**config.mk**
```make
export PLATFORM = sky130hd
export DESIGN_NAME = axilite_adder_master
export DESIGN_NICKNAME = d
export VERILOG_FILES = /design/src/rtl/axilite_pkg.sv /design/src/rtl/axilite_m_xact.sv /design/src/rtl/axilite_adder_master.sv
export SDC_FILE = /design/constraint.sdc
export NUM_CORES = 1
export LEC_CHECK = 0
export BUFFER_PORTS_ARGS = -buffer_cell sky130_fd_sc_hd__buf_2
export CELL_PAD_IN_SITES_DETAIL_PLACEMENT = 1
export CELL_PAD_IN_SITES_GLOBAL_PLACEMENT = 1
export CORE_MARGIN = 3
export CORE_UTILIZATION = 38
export CTS_CLUSTER_SIZE = 40
export DETAILED_ROUTE_END_ITERATION = 10
export GPL_TIMING_DRIVEN = 0
export MAX_ROUTING_LAYER = met4
export PLACE_DENSITY = 0.91
export RECOVER_POWER = 50
export SYNTH_ARGS = -nofsm -noshare
export SYNTH_HDL_FRONTEND = slang
export SYNTH_HIERARCHICAL = 1
export SYNTH_SLANG_ARGS = --single-unit
```
**constraint.sdc**
```tcl
create_clock -name M_AXI_ACLK -period 2.3 [get_ports M_AXI_ACLK]
set_input_delay 0.23 -clock M_AXI_ACLK [delete_from_list [all_inputs] [get_ports M_AXI_ACLK]]
set_output_delay 0.23 -clock M_AXI_ACLK [all_outputs]
set_load 0.05 [all_outputs]
```
**src/rtl/axilite_pkg.sv**
```systemverilog
// rtl/axilite_pkg.sv - AXI-Lite response codes, adder slave register offsets and sequencer states
package axilite_pkg;

   localparam logic [1:0] RESP_OKAY   = 2'b00;
   localparam logic [1:0] RESP_SLVERR = 2'b10;

   localparam int OFS_A   = 0;
   localparam int OFS_B   = 4;
   localparam int OFS_SUM = 8;
   localparam int OFS_OVF = 12;

   typedef enum logic [2:0] {
      ST_IDLE,
      ST_WR_A,
      ST_WR_B,
      ST_RD_SUM,
      ST_RD_OVF,
      ST_RESP
   } state_t;

   typedef enum logic [2:0] {
      X_IDLE,
      X_WR,
      X_B,
      X_AR,
      X_R
   } xact_state_t;

   function automatic logic resp_bad(input logic [1:0] resp);
      return resp != RESP_OKAY;
   endfunction

endpackage

```
**src/rtl/axilite_m_xact.sv**
```systemverilog
// rtl/axilite_m_xact.sv - single AXI-Lite read or write transaction engine
// done, rdata and resp are valid only in the cycle of the final B or R handshake.
module axilite_m_xact
   import axilite_pkg::*;
#(
   parameter int ADDR_WIDTH = 32,
   parameter int DATA_WIDTH = 32
) (
   input  logic                  clk,
   input  logic                  rst,
   input  logic                  start,
   input  logic                  rnw,
   input  logic [ADDR_WIDTH-1:0] addr,
   input  logic [DATA_WIDTH-1:0] wdata,
   output logic                  done,
   output logic [DATA_WIDTH-1:0] rdata,
   output logic [1:0]            resp,
   output logic [ADDR_WIDTH-1:0] axi_awaddr,
   output logic                  axi_awvalid,
   input  logic                  axi_awready,
   output logic [DATA_WIDTH-1:0] axi_wdata,
   output logic                  axi_wvalid,
   input  logic                  axi_wready,
   input  logic [1:0]            axi_bresp,
   input  logic                  axi_bvalid,
   output logic                  axi_bready,
   output logic [ADDR_WIDTH-1:0] axi_araddr,
   output logic                  axi_arvalid,
   input  logic                  axi_arready,
   input  logic [DATA_WIDTH-1:0] axi_rdata,
   input  logic [1:0]            axi_rresp,
   input  logic                  axi_rvalid,
   output logic                  axi_rready
);

   xact_state_t           state, state_n;
   logic                  aw_v, aw_v_n, w_v, w_v_n, b_r, b_r_n;
   logic                  ar_v, ar_v_n, r_r, r_r_n;
   logic [ADDR_WIDTH-1:0] aw_a, aw_a_n, ar_a, ar_a_n;
   logic [DATA_WIDTH-1:0] w_d, w_d_n;

   always_ff @(posedge clk) begin
      if (rst) begin
         state <= X_IDLE;
         aw_v  <= 1'b0;
         w_v   <= 1'b0;
         b_r   <= 1'b0;
         ar_v  <= 1'b0;
         r_r   <= 1'b0;
         aw_a  <= '0;
         ar_a  <= '0;
         w_d   <= '0;
      end else begin
         state <= state_n;
         aw_v  <= aw_v_n;
         w_v   <= w_v_n;
         b_r   <= b_r_n;
         ar_v  <= ar_v_n;
         r_r   <= r_r_n;
         aw_a  <= aw_a_n;
         ar_a  <= ar_a_n;
         w_d   <= w_d_n;
      end
   end

   // Address and data registers only reload on start, so they stay put through the B handshake.
   always_comb begin
      state_n = state;
      aw_v_n  = aw_v;
      w_v_n   = w_v;
      b_r_n   = b_r;
      ar_v_n  = ar_v;
      r_r_n   = r_r;
      aw_a_n  = aw_a;
      ar_a_n  = ar_a;
      w_d_n   = w_d;
      done    = 1'b0;
      case (state)
         X_IDLE: begin
            if (start) begin
               if (rnw) begin
                  ar_v_n  = 1'b1;
                  ar_a_n  = addr;
                  state_n = X_AR;
               end else begin
                  aw_v_n  = 1'b1;
                  w_v_n   = 1'b1;
                  aw_a_n  = addr;
                  w_d_n   = wdata;
                  state_n = X_WR;
               end
            end
         end
         X_WR: begin
            aw_v_n = aw_v & ~axi_awready;
            w_v_n  = w_v & ~axi_wready;
            if (!aw_v_n && !w_v_n) begin
               b_r_n   = 1'b1;
               state_n = X_B;
            end
         end
         X_B: begin
            if (axi_bvalid) begin
               b_r_n   = 1'b0;
               done    = 1'b1;
               state_n = X_IDLE;
            end
         end
         X_AR: begin
            if (axi_arready) begin
               ar_v_n  = 1'b0;
               r_r_n   = 1'b1;
               state_n = X_R;
            end
         end
         X_R: begin
            if (axi_rvalid) begin
               r_r_n   = 1'b0;
               done    = 1'b1;
               state_n = X_IDLE;
            end
         end
         default: state_n = X_IDLE;
      endcase
   end

   assign rdata       = axi_rdata;
   assign resp        = (state == X_B) ? axi_bresp : axi_rresp;
   assign axi_awaddr  = aw_a;
   assign axi_awvalid = aw_v;
   assign axi_wdata   = w_d;
   assign axi_wvalid  = w_v;
   assign axi_bready  = b_r;
   assign axi_araddr  = ar_a;
   assign axi_arvalid = ar_v;
   assign axi_rready  = r_r;

endmodule

```
**src/rtl/axilite_adder_master.sv**
```systemverilog
// rtl/axilite_adder_master.sv - AXI-Lite master writing A/B to the adder slave and reading back SUM/OVF
module axilite_adder_master
   import axilite_pkg::*;
#(
   parameter int                            C_M_AXI_ADDR_WIDTH      = 32,
   parameter int                            C_M_AXI_DATA_WIDTH      = 32,
   parameter logic [C_M_AXI_ADDR_WIDTH-1:0] C_M_AXI_TARGET_BASEADDR = '0
) (
   input  logic                          M_AXI_ACLK,
   input  logic                          M_AXI_ARESET,
   input  logic                          cmd_valid,
   output logic                          cmd_ready,
   input  logic [C_M_AXI_DATA_WIDTH-1:0] cmd_a,
   input  logic [C_M_AXI_DATA_WIDTH-1:0] cmd_b,
   output logic                          res_valid,
   input  logic                          res_ready,
   output logic [C_M_AXI_DATA_WIDTH-1:0] res_sum,
   output logic                          res_ovf,
   output logic                          res_err,
   output logic [C_M_AXI_ADDR_WIDTH-1:0] M_AXI_AWADDR,
   output logic                          M_AXI_AWVALID,
   input  logic                          M_AXI_AWREADY,
   output logic [C_M_AXI_DATA_WIDTH-1:0] M_AXI_WDATA,
   output logic                          M_AXI_WVALID,
   input  logic                          M_AXI_WREADY,
   input  logic [1:0]                    M_AXI_BRESP,
   input  logic                          M_AXI_BVALID,
   output logic                          M_AXI_BREADY,
   output logic [C_M_AXI_ADDR_WIDTH-1:0] M_AXI_ARADDR,
   output logic                          M_AXI_ARVALID,
   input  logic                          M_AXI_ARREADY,
   input  logic [C_M_AXI_DATA_WIDTH-1:0] M_AXI_RDATA,
   input  logic [1:0]                    M_AXI_RRESP,
   input  logic                          M_AXI_RVALID,
   output logic                          M_AXI_RREADY
);

   localparam int AW = C_M_AXI_ADDR_WIDTH;
   localparam int DW = C_M_AXI_DATA_WIDTH;

   // Register addresses wrap modulo 2^AW when the window sits at the top of the map.
   localparam logic [AW-1:0] ADDR_A   = C_M_AXI_TARGET_BASEADDR + AW'(OFS_A);
   localparam logic [AW-1:0] ADDR_B   = C_M_AXI_TARGET_BASEADDR + AW'(OFS_B);
   localparam logic [AW-1:0] ADDR_SUM = C_M_AXI_TARGET_BASEADDR + AW'(OFS_SUM);
   localparam logic [AW-1:0] ADDR_OVF = C_M_AXI_TARGET_BASEADDR + AW'(OFS_OVF);

   state_t          state, state_n;
   logic [DW-1:0]   a_q, a_n, b_q, b_n, sum_q, sum_n;
   logic            err_q, err_n, ovf_q, ovf_n, rerr_q, rerr_n, rv_q, rv_n;

   logic            x_start, x_rnw, x_done, x_bad;
   logic [AW-1:0]   x_addr;
   logic [DW-1:0]   x_wdata, x_rdata;
   logic [1:0]      x_resp;

   assign x_bad = resp_bad(x_resp);

   always_ff @(posedge M_AXI_ACLK) begin
      if (M_AXI_ARESET) begin
         state  <= ST_IDLE;
         a_q    <= '0;
         b_q    <= '0;
         sum_q  <= '0;
         err_q  <= 1'b0;
         ovf_q  <= 1'b0;
         rerr_q <= 1'b0;
         rv_q   <= 1'b0;
      end else begin
         state  <= state_n;
         a_q    <= a_n;
         b_q    <= b_n;
         sum_q  <= sum_n;
         err_q  <= err_n;
         ovf_q  <= ovf_n;
         rerr_q <= rerr_n;
         rv_q   <= rv_n;
      end
   end

   // start is held through each phase; the engine only samples it when idle, and it
   // returns to idle on the same edge this FSM advances, so each phase launches exactly once.
   always_comb begin
      state_n = state;
      a_n     = a_q;
      b_n     = b_q;
      sum_n   = sum_q;
      err_n   = err_q;
      ovf_n   = ovf_q;
      rerr_n  = rerr_q;
      rv_n    = rv_q;
      x_start = 1'b0;
      x_rnw   = 1'b0;
      x_addr  = ADDR_A;
      x_wdata = a_q;
      case (state)
         ST_IDLE: begin
            if (cmd_valid) begin
               a_n     = cmd_a;
               b_n     = cmd_b;
               err_n   = 1'b0;
               state_n = ST_WR_A;
            end
         end
         ST_WR_A: begin
            x_start = 1'b1;
            if (x_done) begin
               err_n   = err_q | x_bad;
               state_n = ST_WR_B;
            end
         end
         ST_WR_B: begin
            x_start = 1'b1;
            x_addr  = ADDR_B;
            x_wdata = b_q;
            if (x_done) begin
               err_n   = err_q | x_bad;
               state_n = ST_RD_SUM;
            end
         end
         ST_RD_SUM: begin
            x_start = 1'b1;
            x_rnw   = 1'b1;
            x_addr  = ADDR_SUM;
            if (x_done) begin
               sum_n   = x_rdata;
               err_n   = err_q | x_bad;
               state_n = ST_RD_OVF;
            end
         end
         ST_RD_OVF: begin
            x_start = 1'b1;
            x_rnw   = 1'b1;
            x_addr  = ADDR_OVF;
            if (x_done) begin
               ovf_n   = |x_rdata;
               err_n   = err_q | x_bad;
               rerr_n  = err_q | x_bad;
               rv_n    = 1'b1;
               state_n = ST_RESP;
            end
         end
         ST_RESP: begin
            if (res_ready) begin
               rv_n    = 1'b0;
               state_n = ST_IDLE;
            end
         end
         default: state_n = ST_IDLE;
      endcase
   end

   assign cmd_ready = (state == ST_IDLE);
   assign res_valid = rv_q;
   assign res_sum   = sum_q;
   assign res_ovf   = ovf_q;
   assign res_err   = rerr_q;

   axilite_m_xact #(
      .ADDR_WIDTH (AW),
      .DATA_WIDTH (DW)
   ) u_xact (
      .clk         (M_AXI_ACLK),
      .rst         (M_AXI_ARESET),
      .start       (x_start),
      .rnw         (x_rnw),
      .addr        (x_addr),
      .wdata       (x_wdata),
      .done        (x_done),
      .rdata       (x_rdata),
      .resp        (x_resp),
      .axi_awaddr  (M_AXI_AWADDR),
      .axi_awvalid (M_AXI_AWVALID),
      .axi_awready (M_AXI_AWREADY),
      .axi_wdata   (M_AXI_WDATA),
      .axi_wvalid  (M_AXI_WVALID),
      .axi_wready  (M_AXI_WREADY),
      .axi_bresp   (M_AXI_BRESP),
      .axi_bvalid  (M_AXI_BVALID),
      .axi_bready  (M_AXI_BREADY),
      .axi_araddr  (M_AXI_ARADDR),
      .axi_arvalid (M_AXI_ARVALID),
      .axi_arready (M_AXI_ARREADY),
      .axi_rdata   (M_AXI_RDATA),
      .axi_rresp   (M_AXI_RRESP),
      .axi_rvalid  (M_AXI_RVALID),
      .axi_rready  (M_AXI_RREADY)
   );

endmodule

```
## Word-level counts from Yosys, hierarchy flattened

Cells that the tools add are included.
W data, S select, Z words.

| storage, ports and cells | value |
|---|---|
| logic and storage cells | 116 |
| flip-flop bits (word level) | 207 |
| output and inout bits | 137 |

| cells by class | value |
|---|---|
| reductions and logical operators | 28 |
| mux-type cells | 42 |
| bitwise gates (word level) | 6 |
| equality and inequality tests | 23 |

Operators by type and width:

| cell | count |
|---|---|
| $mux W3 | 11 |
| $mux W32 | 1 |
| $reduce_or A32 Y1 | 1 |
| $reduce_and A3 Y1 | 7 |
| $pmux W3 S6 | 1 |
| $mux W1 | 17 |
| $ne A2 B1 Y1 const B | 8 |
| $pmux W1 S2 | 8 |
| $pmux W3 S5 | 1 |
| $reduce_bool A2 Y1 | 7 |
| $eq A3 B2 Y1 const B | 4 |
| $ne A2 B2 Y1 const B | 6 |
| $pmux W4 S3 | 1 |
| $eq A3 B3 Y1 const B | 3 |
| $eq A3 B1 Y1 const B | 2 |
| $logic_not A3 Y1 | 2 |
| $reduce_and A2 Y1 | 3 |
| $reduce_and A6 Y1 | 1 |
| $reduce_and A5 Y1 | 1 |
| $mux W2 | 2 |
| $reduce_and A4 Y1 | 1 |
| $reduce_or A4 Y1 | 1 |
| $not A1 Y1 | 3 |
| $and A1 B1 Y1 | 2 |
| 4 further kinds | 5 |

## Logic depth before layout (Yosys ltp)

| depth | value |
|---|---|
| depth after elaboration | 6 |
| gate-level depth with buffers | 9 |

## Modules after synthesis

The synthesis kept the hierarchy.

By module, submodules not included:

| module | times used | cells each | area each (µm²) |
|---|---|---|---|
| axilite_m_xact | 1 | 506 | 4275.4 |
| axilite_adder_master | 1 | 515 | 4211.5 |

## Least setup slack after synthesis

No wires, ideal clock.

| path | value |
|---|---|
| kind | reg-to-reg |
| start | register u_xact.state[1] |
| end | register sum_q[22] (netlist: res_sum[22]) |
| path slack | 0.472 ns |
| cell stages (with the launch flop) | 10 |
| path buffers | 3 |
| arrival time | 1.696 ns |
| required time | 2.168 ns |
| cell sequence | dfxtp_1 > buf_4 > nand3b_1 > a21oi_1 > nand2_2 > or2_1 > buf_4 > buf_6 > nand2_1 > a21oi_1 |

| on the way | value |
|---|---|
| longest elaborated chain between the ends | 3 |
| elaborated cells on any way between the ends | 4 |
| those cells by class | eq/ne (2); mux (1); reduce/logical (1) |

Ends and longest elaborated chain:

| what | line | RTL |
|---|---|---|
| start: declaration | axilite_m_xact.sv:36 | `xact_state_t state, state_n;` |
| start signal: assignment | axilite_m_xact.sv:54 | `state <= state_n;` |
| $eq A3 B3 Y1 or $eq A3 B2 Y1 (tied branches) | axilite_m_xact.sv:78 | `case (state)` |
| $pmux W1 S2 * | axilite_m_xact.sv:78 |  |
| net x_done | axilite_adder_master.sv:51 | `logic x_start, x_rnw, x_done, x_bad;` |
| $reduce_and A2 Y1 (no line) * | -- |  |
| end signal: assignment | axilite_adder_master.sv:72 | `sum_q <= sum_n;` |
| end: declaration | axilite_adder_master.sv:48 | `logic [DW-1:0] a_q, a_n, b_q, b_n, sum_q, sum_n;` |

The timed path passes the listed nets; every way through them passes the cells marked *.
A chain may end at the register's enable or synchronous reset.

==> impl_summary.md <==
Power and ir drop
The maximum vdd drop is roughly 0.49 mV. Power spread over the standard cell area amounts to ~830 nW/um^2. In this run the static leakage power is 0.00443 uW. The final total power is a little under 10000 uW.

Die
The die extent in x is approximately 160 um. The floorplan die area is between 20000 and 25000 um^2. The top-level port count is 246. The initial cell density of the core is 0.388.

The placeable core region is 21900 um^2. The vertical die dimension is ~160 um. The initialized floorplan defines 54 standard-cell rows.

Worst setup path
In this run the worst path has a maximum fanout of 10. Data arrives at the worst endpoint at around 2.6 ns. The worst setup path is captured at a flop.

The kind of launch point of the worst setup path is a flop. The slowest stage of the critical path is the sky130_fd_sc_hd__clkbuf_1 cell. The maximum cell stage delay along the critical path is 0.59 ns. The signal on the critical path passes through nor3_4 > and2_0 > clkbuf_1 > buf_6 > nand2_1 > a21oi_1. The kind of critical path is reg2reg. STA puts the critical path data required time at around 2.7 ns.

Cells and area
The number of filler instances in the final layout is ~2800. Of the cells placed in the final design, the portion with a size suffix greater than 1 is 0.209. Compared with the post-synthesis result, the final layout area differs by 37.3%. The library cells used most frequently in the layout, excluding fill and tap cells, are 367 x sky130_fd_sc_hd__nand2_1, 207 x sky130_fd_sc_hd__dfxtp_1, 170 x sky130_fd_sc_hd__clkbuf_1. The most frequent standard cell in the layout excluding fill and tap cells is sky130_fd_sc_hd__nand2_1. At the end of the flow, the number of nets in the layout was ~1500.

Route
The number of optimization iterations in the first detailed-route pass is 4. The final antenna-violating net count is 0. After detailed routing, the number of vias per cell comes to approximately 5. The detailed-route via count is 8590. In the routed design, unresolved DRC markers number 0. The final layout contains routed wiring with a total length of 33800 um. For this block, the initial DRC count from the detailed router was 310.

The wire length per cell is about 20 um.

Clock tree
The tree is rooted in a sky130_fd_sc_hd__clkbuf_16. The clock reaches the later pin of the worst-skew pair after between 0.5 and 0.6 ns. Buffers added to address setup during post-CTS repair amount to 0. The clock tree from TritonCTS is done.

The CTS clock-pin slew for the worst setup and hold paths is around 0.070 ns. TritonCTS created 24 clock buffers. No sink is reached through more buffers than the 3 on the longest clock path. CTS built an H-tree with a depth of 1. For this design, the sink count on the clock tree is approximately 210.

Place
The HPWL after detailed placement is about 20000 um. The count of buffers added on input and output ports is around 210. The congestion estimate from routability-driven global placement came to between 0.8 and 0.9.

Logic synthesis
After synthesis, the share of flip-flops with an asynchronous set or reset is 0. The most instantiated flip-flop cell in the synthesis netlist is sky130_fd_sc_hd__dfxtp_1. The register bit count reported by yosys is between 200 and 250. In the synthesized netlist, the number of instances is 1021. For this run, the number of Yosys warnings is 6. In this run, synthesis inferred 0 flip-flops with an integrated enable. The cell area that synthesis handed to floorplanning was ~8500 um^2. The sequential area share after synthesis is 0.488. The mean post-synth cell area is 8.31 um^2.

After synthesis, the netlist uses 47 different library cells.

Global routing
The number of global-route vias before repair is 9684. Entering global routing, the biggest net connects 14 pins. The aggregate global routing overflow is 0. The global routing usage summed across all routing layers is 0.281. The initial antenna violation count was 4. The first global-routing pass estimated roughly 52000 um of wire.

STA
Based on the critical path, the design can be clocked at up to 456 MHz. Dividing the final minimum period by the clock period gives 0.953. The number of slew-limit violations in the final report is 0. Between clock sinks in the finished design, the worst skew comes to about 0.011 ns.

Setup violations remaining at the end of the flow were counted as 0. The setup TNS is 0 ns. The worst slew margin relative to its limit is 0.462. The clock period minus final worst setup slack is approximately 2.2 ns. At the pin with the least slew margin, the transition time is slightly above 0.8 ns.

The number of endpoints with negative hold slack in the final report came to 0. Setup repair after global routing left no endpoint under its margin.

Status
The flow ran to the end, and the final reports show no timing, DRC or antenna violations.

Job
The count of maximum capacitance violations is 0.

Hold path
The path class of the tightest hold or removal check is in2reg.
==> power by group <==
part	internal [uW]	leakage, uW	switching, uW
Combinational	654	0.00237	1360
Sequential	3800	0.00168	154
Clock	2150	0.000378	1560
Total	6610	0.00443	3060
==> logic make-up (layout without fill, tap and decap cells) <==
kind of cell / Yosys count / after routing / synth area share
AOI/OAI and AO/OA: 212 / 212 / 0.146
xor gates and xnor gates: 2 / 2 / 0.00206
buffers and inverters: 108 / 457 / 0.0868
DFF: 207 / 207 / 0.488
muxes: 38 / 38 / 0.0500
other: 1 / 65 / 0.000442
and+or+nand+nor: 453 / 453 / 0.226
==> synthesized netlist by cell type (2+ instances only) <==
cell type                    n  area [um^2]
sky130_fd_sc_hd__a211oi_1    3         22.5
sky130_fd_sc_hd__a21oi_1   161          806
sky130_fd_sc_hd__a21oi_2    38          333
sky130_fd_sc_hd__a22oi_1     2         15.0
sky130_fd_sc_hd__and3_1      3         18.8
sky130_fd_sc_hd__buf_12      3         60.1
sky130_fd_sc_hd__buf_2      19         95.1
sky130_fd_sc_hd__buf_4      40          300
sky130_fd_sc_hd__buf_6      13          146
sky130_fd_sc_hd__clkbuf_1   28          105
sky130_fd_sc_hd__dfxtp_1   207         4140
sky130_fd_sc_hd__inv_1       4         15.0
sky130_fd_sc_hd__mux2_1      2         22.5
sky130_fd_sc_hd__mux2_2     33          372
sky130_fd_sc_hd__mux2i_1     3         30.0
sky130_fd_sc_hd__nand2_1   367         1380
sky130_fd_sc_hd__nand2_2    29          181
sky130_fd_sc_hd__nand2b_1    4         25.0
sky130_fd_sc_hd__nand3_1     2         10.0
sky130_fd_sc_hd__nand3b_1    3         22.5
sky130_fd_sc_hd__nand4_1     2         12.5
sky130_fd_sc_hd__nor2_1     14         52.6
sky130_fd_sc_hd__nor2_2      2         12.5
sky130_fd_sc_hd__nor2b_1     2         12.5
sky130_fd_sc_hd__nor3_1      5         25.0
sky130_fd_sc_hd__nor3_4      2         32.5
sky130_fd_sc_hd__nor4_1      8         50.1
sky130_fd_sc_hd__o21ai_0     3         15.0
==> per-layer routing <==
layer	vias to the layer above	share of wire	track usage
met5	-	0	-
met3	129	0.060	0.0573
met4	0	0.055	0.137
met1	4097	0.37	0.291
met2	328	0.52	0.506
li1	4036	-	-
==> final cells by class <==
class	instances	area [um^2]	area share
repair buffers	306	1830	0.157
flip-flops and latches	207	4140	0.356
inverters	4	15.0	0.00129
diodes	5	12.5	0.00107
clock inverters	8	46.3	0.00397
multi-input cells	765	3830	0.328
plain buffers	104	714	0.0613
well taps	280	350	0.0301
clock buffers	35	713	0.0612
==> critical path: cells and delay by family (launching register included) <==
family	cells	cell delay, ns
flops	1	0.36
buf+inv	2	0.84
simple gates	3	0.59
compound gates	1	0.29
==> repair_timing <==
item / 4_1_cts / 5_1_grt
resized for setup: 0 / 4
hold buffers: 94 / 0
hold endpoints to repair: 94 / 0
setup endpoints to repair: 0 / 105
==> final timing paths <==
path                  start      end  slack, ns  cells after the start
setup reg to reg   state[2]  b_q[14]       0.11                      6
hold reg to reg     a_q[26]  a_q[26]       0.45                      2
hold / removal    cmd_a[14]  a_q[14]       0.04                      3
setup / recovery   state[2]  b_q[14]       0.11                      6
==> state kept, by name, indices dropped and copies added (netlist names), 3 cells and up <==
register / cells
u_xact/axi_awaddr: 32
u_xact/axi_wdata: 32
res_sum: 32
u_xact/axi_araddr: 32
u_xact/state: 3
b_q: 32
a_q: 32
state: 3
==> metrics by stage <==
step                instances  hold WS, ns   util  instance area, um^2  setup slack [ns]
floorplan                1080        0.366      -                 8710             0.472
global placement         1572        0.438  0.462                10100             0.178
detailed placement       1572        0.445  0.462                10100            0.0337
CTS                      1709      0.00189  0.540                11800           0.00777
global route             1713       0.0343  0.532                11700            0.0230
finish                   1714       0.0416  0.532                11700             0.108
No activity file was read; power rests on OpenSTA's default activity.
